**config.mk**
```make
export PLATFORM = sky130hd
export DESIGN_NAME = fetch_unit
export DESIGN_NICKNAME = d
export VERILOG_FILES = /design/src/rtl/fetch_unit.sv
export SDC_FILE = /design/constraint.sdc
export NUM_CORES = 1
export LEC_CHECK = 0
export CORE_MARGIN = 5
export CORE_UTILIZATION = 29
export CTS_CLUSTER_SIZE = 8
export DETAILED_ROUTE_END_ITERATION = 7
export SLEW_MARGIN = 10
export SYNTH_ARGS = -nofsm -noshare
export SYNTH_HDL_FRONTEND = slang
export SYNTH_SLANG_ARGS = --single-unit
```
**constraint.sdc**
```tcl
create_clock -name clk -period 5.7 [get_ports clk]
set_clock_uncertainty 0.2 [all_clocks]
set_input_delay 0.57 -clock clk [delete_from_list [all_inputs] [get_ports clk]]
set_output_delay 0.57 -clock clk [all_outputs]
set_load 0.03 [all_outputs]
```
**src/rtl/fetch_unit.sv**
```systemverilog
`default_nettype none
// ============================================================================
// Module   : fetch_unit
// Brief    : PC generation, in-order instruction memory requests and a small
//            {pc, instr} FIFO feeding decode; redirects flush and discard.
// Revision : 1.0
// ============================================================================
module fetch_unit #(
    parameter logic [31:0] RESET_PC = 32'h0000_0000,
    parameter int          DEPTH    = 2
) (
    input  logic        clk,
    input  logic        rst,
    input  logic        pcsrc,
    input  logic [31:0] target,
    output logic        imem_req,
    output logic [31:0] imem_addr,
    input  logic        imem_gnt,
    input  logic        imem_rvalid,
    input  logic [31:0] imem_rdata,
    output logic [31:0] instr,
    output logic [31:0] instr_pc,
    output logic        instr_valid,
    input  logic        instr_ready
);

    localparam int            c_aw        = $clog2(DEPTH);
    localparam int            c_cw        = c_aw + 1;
    // Stale responses can accumulate across back-to-back redirects, so this
    // counter gets headroom beyond a single window of DEPTH requests.
    localparam int            c_sw        = c_cw + 3;
    localparam logic [c_cw:0] c_depth_occ = (c_cw + 1)'(DEPTH);

    logic [31:0]     r_fetch_pc;
    logic [31:0]     r_fifo_pc    [DEPTH];
    logic [31:0]     r_fifo_instr [DEPTH];
    logic [c_aw-1:0] r_rd_ptr;
    logic [c_aw-1:0] r_wr_ptr;
    logic [c_cw-1:0] r_count;
    // Live in-flight requests only; stale ones are tracked in r_stale, so the
    // total outstanding count is r_live + r_stale.
    logic [c_cw-1:0] r_live;
    logic [c_sw-1:0] r_stale;
    logic [31:0]     r_pcq        [DEPTH];
    logic [c_aw-1:0] r_pcq_rd;
    logic [c_aw-1:0] r_pcq_wr;

    logic [c_cw:0]   w_occupancy;
    logic            w_issue;
    logic            w_grant;
    logic            w_resp_live;
    logic            w_resp_stale;
    logic            w_push;
    logic            w_valid;
    logic            w_pop;
    logic [c_sw-1:0] w_inflight;
    logic [c_sw-1:0] w_stale_redirect;
    logic            w_unused_target;

    always_comb begin
        w_occupancy      = {1'b0, r_count} + {1'b0, r_live};
        w_issue          = !rst && !pcsrc && (w_occupancy < c_depth_occ);
        w_grant          = w_issue && imem_gnt;
        w_resp_stale     = imem_rvalid && (r_stale != '0);
        w_resp_live      = imem_rvalid && (r_stale == '0);
        w_push           = w_resp_live && !pcsrc && !rst;
        w_valid          = !rst && (r_count != '0);
        w_pop            = w_valid && instr_ready;
        w_inflight       = r_stale + c_sw'(r_live);
        w_stale_redirect = w_inflight;
        if (imem_rvalid && (w_inflight != '0)) begin
            w_stale_redirect = w_inflight - c_sw'(1'b1);
        end
    end

    assign w_unused_target = ^target[1:0];

    assign imem_req    = w_issue;
    assign imem_addr   = r_fetch_pc;
    assign instr_valid = w_valid;
    assign instr       = r_fifo_instr[r_rd_ptr];
    assign instr_pc    = r_fifo_pc[r_rd_ptr];

    always_ff @(posedge clk) begin
        if (rst) begin
            r_fetch_pc <= RESET_PC;
            r_rd_ptr   <= '0;
            r_wr_ptr   <= '0;
            r_count    <= '0;
            r_live     <= '0;
            r_stale    <= '0;
            r_pcq_rd   <= '0;
            r_pcq_wr   <= '0;
        end else if (pcsrc) begin
            // Everything in flight becomes stale; the PC queue restarts empty
            // because stale responses never need their address.
            r_fetch_pc <= {target[31:2], 2'b00};
            r_rd_ptr   <= '0;
            r_wr_ptr   <= '0;
            r_count    <= '0;
            r_live     <= '0;
            r_stale    <= w_stale_redirect;
            r_pcq_rd   <= '0;
            r_pcq_wr   <= '0;
        end else begin
            if (w_grant) begin
                r_fetch_pc <= r_fetch_pc + 32'd4;
                r_pcq_wr   <= r_pcq_wr + c_aw'(1'b1);
            end
            if (w_resp_stale) begin
                r_stale <= r_stale - c_sw'(1'b1);
            end
            if (w_push) begin
                r_pcq_rd <= r_pcq_rd + c_aw'(1'b1);
                r_wr_ptr <= r_wr_ptr + c_aw'(1'b1);
            end
            if (w_pop) begin
                r_rd_ptr <= r_rd_ptr + c_aw'(1'b1);
            end
            r_count <= r_count + c_cw'(w_push) - c_cw'(w_pop);
            r_live  <= r_live + c_cw'(w_grant) - c_cw'(w_push);
        end
    end

    always_ff @(posedge clk) begin
        if (w_grant) begin
            r_pcq[r_pcq_wr] <= r_fetch_pc;
        end
        if (w_push) begin
            r_fifo_pc[r_wr_ptr]    <= r_pcq[r_pcq_rd];
            r_fifo_instr[r_wr_ptr] <= imem_rdata;
        end
    end

endmodule
`default_nettype wire

```
# Yosys cells after proc, flatten, opt, wreduce, memory -nomap -nowiden
# Memories as Yosys holds them, arrays and structs flattened. A register that Yosys moved wholly into a read port is not among the register bits.
# Cells that the tools add are included.
[totals]
latch_bits = 0
in_bits = 70
regBits = 45
mem_bits_rw = 192
romBits = 0
mem_count = 3
output_inout_bits = 98
elab_cells = 60
[op_classes]
n_mul = 0
shifts = 0
n_reduce_logical = 19
addsub = 13
eq_ne = 0
order_cmp = 1
mux = 15
n_div = 0
bitwise_logic = 0
[mem_list]
columns = ["name", "depth", "word_bits", "read_ports", "rd_ports_with_merged_regs", "write_ports", "line", "rtl"]
rows = [
  ["r_fifo_instr", 2, 32, 1, 1, 1, "36", "logic [31:0] r_fifo_instr [DEPTH];"],
  ["r_fifo_pc", 2, 32, 1, 1, 1, "35", "logic [31:0] r_fifo_pc [DEPTH];"],
  ["r_pcq", 2, 32, 1, 1, 1, "44", "logic [31:0] r_pcq [DEPTH];"],
]
[op_table]
columns = ["cell", "n"]
rows = [
  ["32-bit two-way mux", 2],
  ["32-bit by 3-bit adder with 32-bit output (second input constant)", 1],
  ["5-bit two-way mux", 3],
  ["1-bit logical AND", 10],
  ["1-bit two-way mux", 10],
  ["5-bit nonzero test", 2],
  ["5-bit by 1-bit subtractor with 5-bit output (second input constant)", 2],
  ["2-bit nonzero test", 3],
  ["5-bit by 2-bit adder with 5-bit output", 1],
  ["5-bit zero test", 1],
  ["1-bit adder (second input constant)", 4],
  ["2-bit by 1-bit adder with 2-bit output", 2],
  ["2-bit by 1-bit subtractor with 2-bit output", 2],
  ["2-bit by 2-bit adder with 3-bit output", 1],
  ["3-bit by 2-bit < comparator with 1-bit output (second input constant)", 1],
  ["1-bit zero test", 2],
  ["2-bit OR reduction", 1],
]

# Longest topological paths before layout
[logic_depth]
word_depth = 6
ltp_mapped = 14
mapped_depth_nobuf = 12

# Worst setup path after synthesis
# No wires, ideal clock.
[synth_path]
path_type = "register -> register"
startpoint = "reg r_stale[1]"
endpoint = "mem r_fifo_instr[0][0] (enable)"
stages_incl_launch_ff = 7
setup_time_ns = 0.482
required_time_ns = 5.018
setup_slack_ns = 1.175
n_path_buf = 0
arrival_time_ns = 3.843
period_less_slack_ns = 4.525
path_cell_list = "dfxtp_1 -> inv_1 -> ha_1 -> or4b_1 -> inv_1 -> nand3_1 -> nor2_1"
[synth_via]
elab_chain_len = 6
[synth_lines]
columns = ["item", "line", "rtl"]
rows = [
  ["start: declaration", "43", "logic [c_sw-1:0] r_stale;"],
  ["start signal: assignment", "102", "r_stale <= w_stale_redirect;"],
  ["start signal: assignment", "111", "r_stale <= r_stale - c_sw'(1'b1);"],
  ["5-bit zero test", "65", "w_resp_live = imem_rvalid && (r_stale == '0);"],
  ["1-bit logical AND", "65", ""],
  ["1-bit logical AND (2 in series)", "66", "w_push = w_resp_live && !pcsrc && !rst;"],
  ["1-bit two-way mux", "129", "if (w_push) begin"],
  ["1-bit two-way mux (not written as such)", "131", "r_fifo_instr[r_wr_ptr] <= imem_rdata;"],
  ["end: declaration", "36", ""],
]
# Every way passes these cells.

# Final worst setup path
[layout_path]
startpoint = "reg r_live[0]"
endpoint = "out imem_req"
[layout_via]
elab_chain_len = 3
[layout_lines]
columns = ["item", "line", "rtl"]
rows = [
  ["start: declaration", "42", "logic [c_cw-1:0] r_live;"],
  ["start signal: assignment", "121", "r_live <= r_live + c_cw'(w_grant) - c_cw'(w_push);"],
  ["2-bit by 2-bit adder with 3-bit output", "61", "w_occupancy = {1'b0, r_count} + {1'b0, r_live};"],
  ["3-bit by 2-bit < comparator with 1-bit output", "62", "w_issue = !rst && !pcsrc && (w_occupancy < c_depth_occ);"],
  ["1-bit logical AND", "62", ""],
  ["end: declaration", "16", "output logic imem_req,"],
]
# Every way passes these cells.

==> impl_metrics.json <==
{
  "outcome": "finished clean",
  "worstPathArrival_ps": 2680,
  "required_ps": 4930,
  "ant_nets": 0,
  "post_cts_buffers": 0,
  "synth_cell_type_count": 54,
  "setup_slack_ps": 2250,
  "clock_path_buffers": 3,
  "finalMaxSlewViolations": 0,
  "antenna_cells": 0,
  "slew-limit-headroom_pct": 35.2,
  "drcViolationCount": 0,
  "hold_violations": 0,
  "row_count": 66,
  "synth-edff-count": 184,
  "yosys.area.top_type": "edfxtp_1",
  "dp_hpwl_um": 15000,
  "gp_congestion": 0.770,
  "ys_seq_elements": 229,
  "area_delta_synth_final_pct": 32.2,
  "syn_inst": 646,
  "min_path_type": "flop to flop",
  "grt_setup_unrepaired": "false",
  "worst_path_max_delay_cell": "clkdlybuf4s50_1",
  "cts_tree": "done",
  "grt_start_max_net_pins": 63,
  "pin_count": 168,
  "ctsResizeCount": 0,
  "initial_core_util_pct": 29.3,
  "timing.final.crit_period_ps": 3450,
  "cts.sinks": 229,
  "post_drt_wl_per_cell_um": 17.9,
  "syn_area_per_cell_um2": 14.7,
  "reg2reg_depth": 6,
  "clk_latency_ps": 500,
  "ctsHoldBuffers": 0,
  "grt_pass1_vias": 5990,
  "synth_area_leaders": "edfxtp_1 (58%), mux2_2 (11%), dfxtp_1 (9.5%), xnor2_1 (1.5%), ha_1 (1.4%)",
  "start_kind": "flop",
  "clk_pin_slew_ps": 50,
  "drive_gt1_share_pct": 18.4,
  "core_area_um2": 32500,
  "critPathCaptureType": "output pin",
  "num_vias": 5898,
  "fp.dieW_um": 191,
  "via_per_inst": 4.59,
  "nets": 900,
  "fmax_mhz": 290,
  "grt_overflow": 0,
  "drt_iter0_drc": 303,
  "worst-setup-path-type": "flop to output pin",
  "crit_start": "r_live[0]",
  "cts_buffers": 34,
  "reg2reg_slack_ps": 2390,
  "io_buffers": 161,
  "yosys_warnings": 0,
  "die_y_um": 191,
  "max_cap_viol_count": 0,
  "tns_ps": 0,
  "die_area_um2": 36500,
  "syn-cell-area_um2": 9510,
  "synth_ff_type": "edfxtp_1",
  "grtUsageTotal_pct": 12.3,
  "antenna_found_initial": 2,
  "path_cells": "and2_1 -> fa_1 -> nor4_4 -> clkdlybuf4s50_1",
  "async_flop_share_pct": 0,
  "cts_root_buffer": "clkbuf_16",
  "worst_pin_slew_ps": 970,
  "crit_end": "imem_req",
  "power.density_nw_per_um2": 329,
  "reg2reg_from": "r_live[0]",
  "synth.top_cell.area_share_pct": 58.1,
  "finalCritPeriodShare_pct": 60.5,
  "htreeDepth": 2,
  "r2r-end": "r_pcq[0][20]",
  "cp_max_fo": 6,
  "holdWs_ps": 316,
  "ir_drop_v": 0.000190,
  "routed_wl_um": 22900,
  "place_worst_setup_slack_ps": 1960,
  "grt_pass1_wl_um": 34900,
  "power.leakage_nw": 4.15,
  "yosysSeqAreaShare_pct": 67.6,
  "first_pass_iters": 4,
  "setup_viol": 0,
  "max_stage_delay_ps": 770
}
## critical path, delay by kind of cell (launching register included)
family,cells,cell delay [ps]
fa+ha+maj,1,480
simple gates,2,610
buf+inv,1,770
flops,1,330
## routing by layer
metal,GRT usage [%],vias to the layer above,routed length (µm)
met2,20.5,173,10800
li1,-,2821,-
met1,15.6,2860,9870
met4,3.45,4,472
met3,3.71,40,1750
met5,0,-,34
## registers in the layout, summed over array words and instances, names as in the netlist, named ones only
signal,cells
imem_addr,30
r_count,2
r_fifo_instr,64
r_fifo_pc,60
r_live,2
r_pcq,60
r_pcq_rd,1
r_pcq_wr,1
r_rd_ptr,1
r_stale,5
r_wr_ptr,1
## synthesized netlist by cell type (10+ instances only)
cell / instances
a31oi_1: 13
and2_1: 10
nand2_1: 29
inv_1: 19
nor3_1: 10
xnor2_1: 16
nor2_1: 33
clkbuf_1: 20
a21oi_1: 18
nand3_1: 12
dfxtp_1: 45
ha_1: 11
edfxtp_1: 184
mux2_2: 96
nand4_1: 10
## layout make-up
cell class | instances | area [µm²]
fill | 3064 | 19900
multi-input combinational | 364 | 2870
tap | 442 | 553
timing repair buffer | 168 | 1660
clock buffer | 58 | 951
inverter | 20 | 75.1
sequential | 229 | 6430
clock inverter | 3 | 33.8
## cells in the final DEF, fill, tap and decap left out, types with 3 or more instances in the layout
cell type	instances
o311ai_0	4
nand2b_1	3
o211ai_1	3
o22ai_1	6
nand2_1	29
nand4_1	10
inv_1	19
a22oi_1	3
edfxtp_1	184
xnor2_1	16
nor4_1	6
or4_1	4
buf_4	7
nor3_1	10
dfxtp_1	44
clkbuf_1	23
and2_1	9
clkbuf_16	34
nand3_1	12
ha_1	11
or3_1	3
nor4_2	5
a211oi_1	4
nor2_1	31
conb_1	4
xor2_1	5
a31oi_1	13
a21oi_1	18
o21ai_0	8
and4_1	8
and3_1	9
a221oi_1	3
mux2i_1	6
clkdlybuf4s50_1	161
mux2_2	96
## report_power, final
part	switching [W]	leakage, nW	internal [W]
Combinational	0.000214	1.65	0.000181
Clock	0.000688	0.469	0.00113
Sequential	0.0000532	2.02	0.00187
## stage by stage
step | cells | cell area (µm²) | utilization [%] | total power [W]
finish | 1284 | 12600 | 38.7 | 0.00413
global route | 1284 | 12600 | 38.7 | 0.00431
detailed placement | 1223 | 11600 | 35.7 | 0.00235
floorplan | 649 | 9520 | - | 0.00218
global placement | 1223 | 11600 | 35.7 | 0.00234
CTS | 1284 | 12600 | 38.7 | 0.00421
## how the worst min path moves through the flow
stage / from / to / slack [ps] / depth (start not counted)
2_1_floorplan: r_pcq_rd / flop / 270 / 2
3_3_place_gp: r_pcq_rd / r_pcq_rd / 290 / 2
3_5_place_dp: r_rd_ptr / flop / 300 / 2
4_1_cts: r_pcq_rd / flop / 310 / 2
5_1_grt: r_rd_ptr / flop / 340 / 2
6_report: r_rd_ptr / flop / 320 / 2
## cell families after synthesis
group / after synthesis / synth area share, %
buffers and inverters: 56 / 2.59
multiplexers: 102 / 12.0
AND/OR/NAND/NOR: 150 / 8.88
flip-flops: 229 / 67.6
adder cells (fa/ha/maj): 13 / 1.87
AO/OA/AOI/OAI: 74 / 5.12
other: 1 / 0.0394
XOR/XNOR: 21 / 1.93
Power figures use the tool's default switching activity.
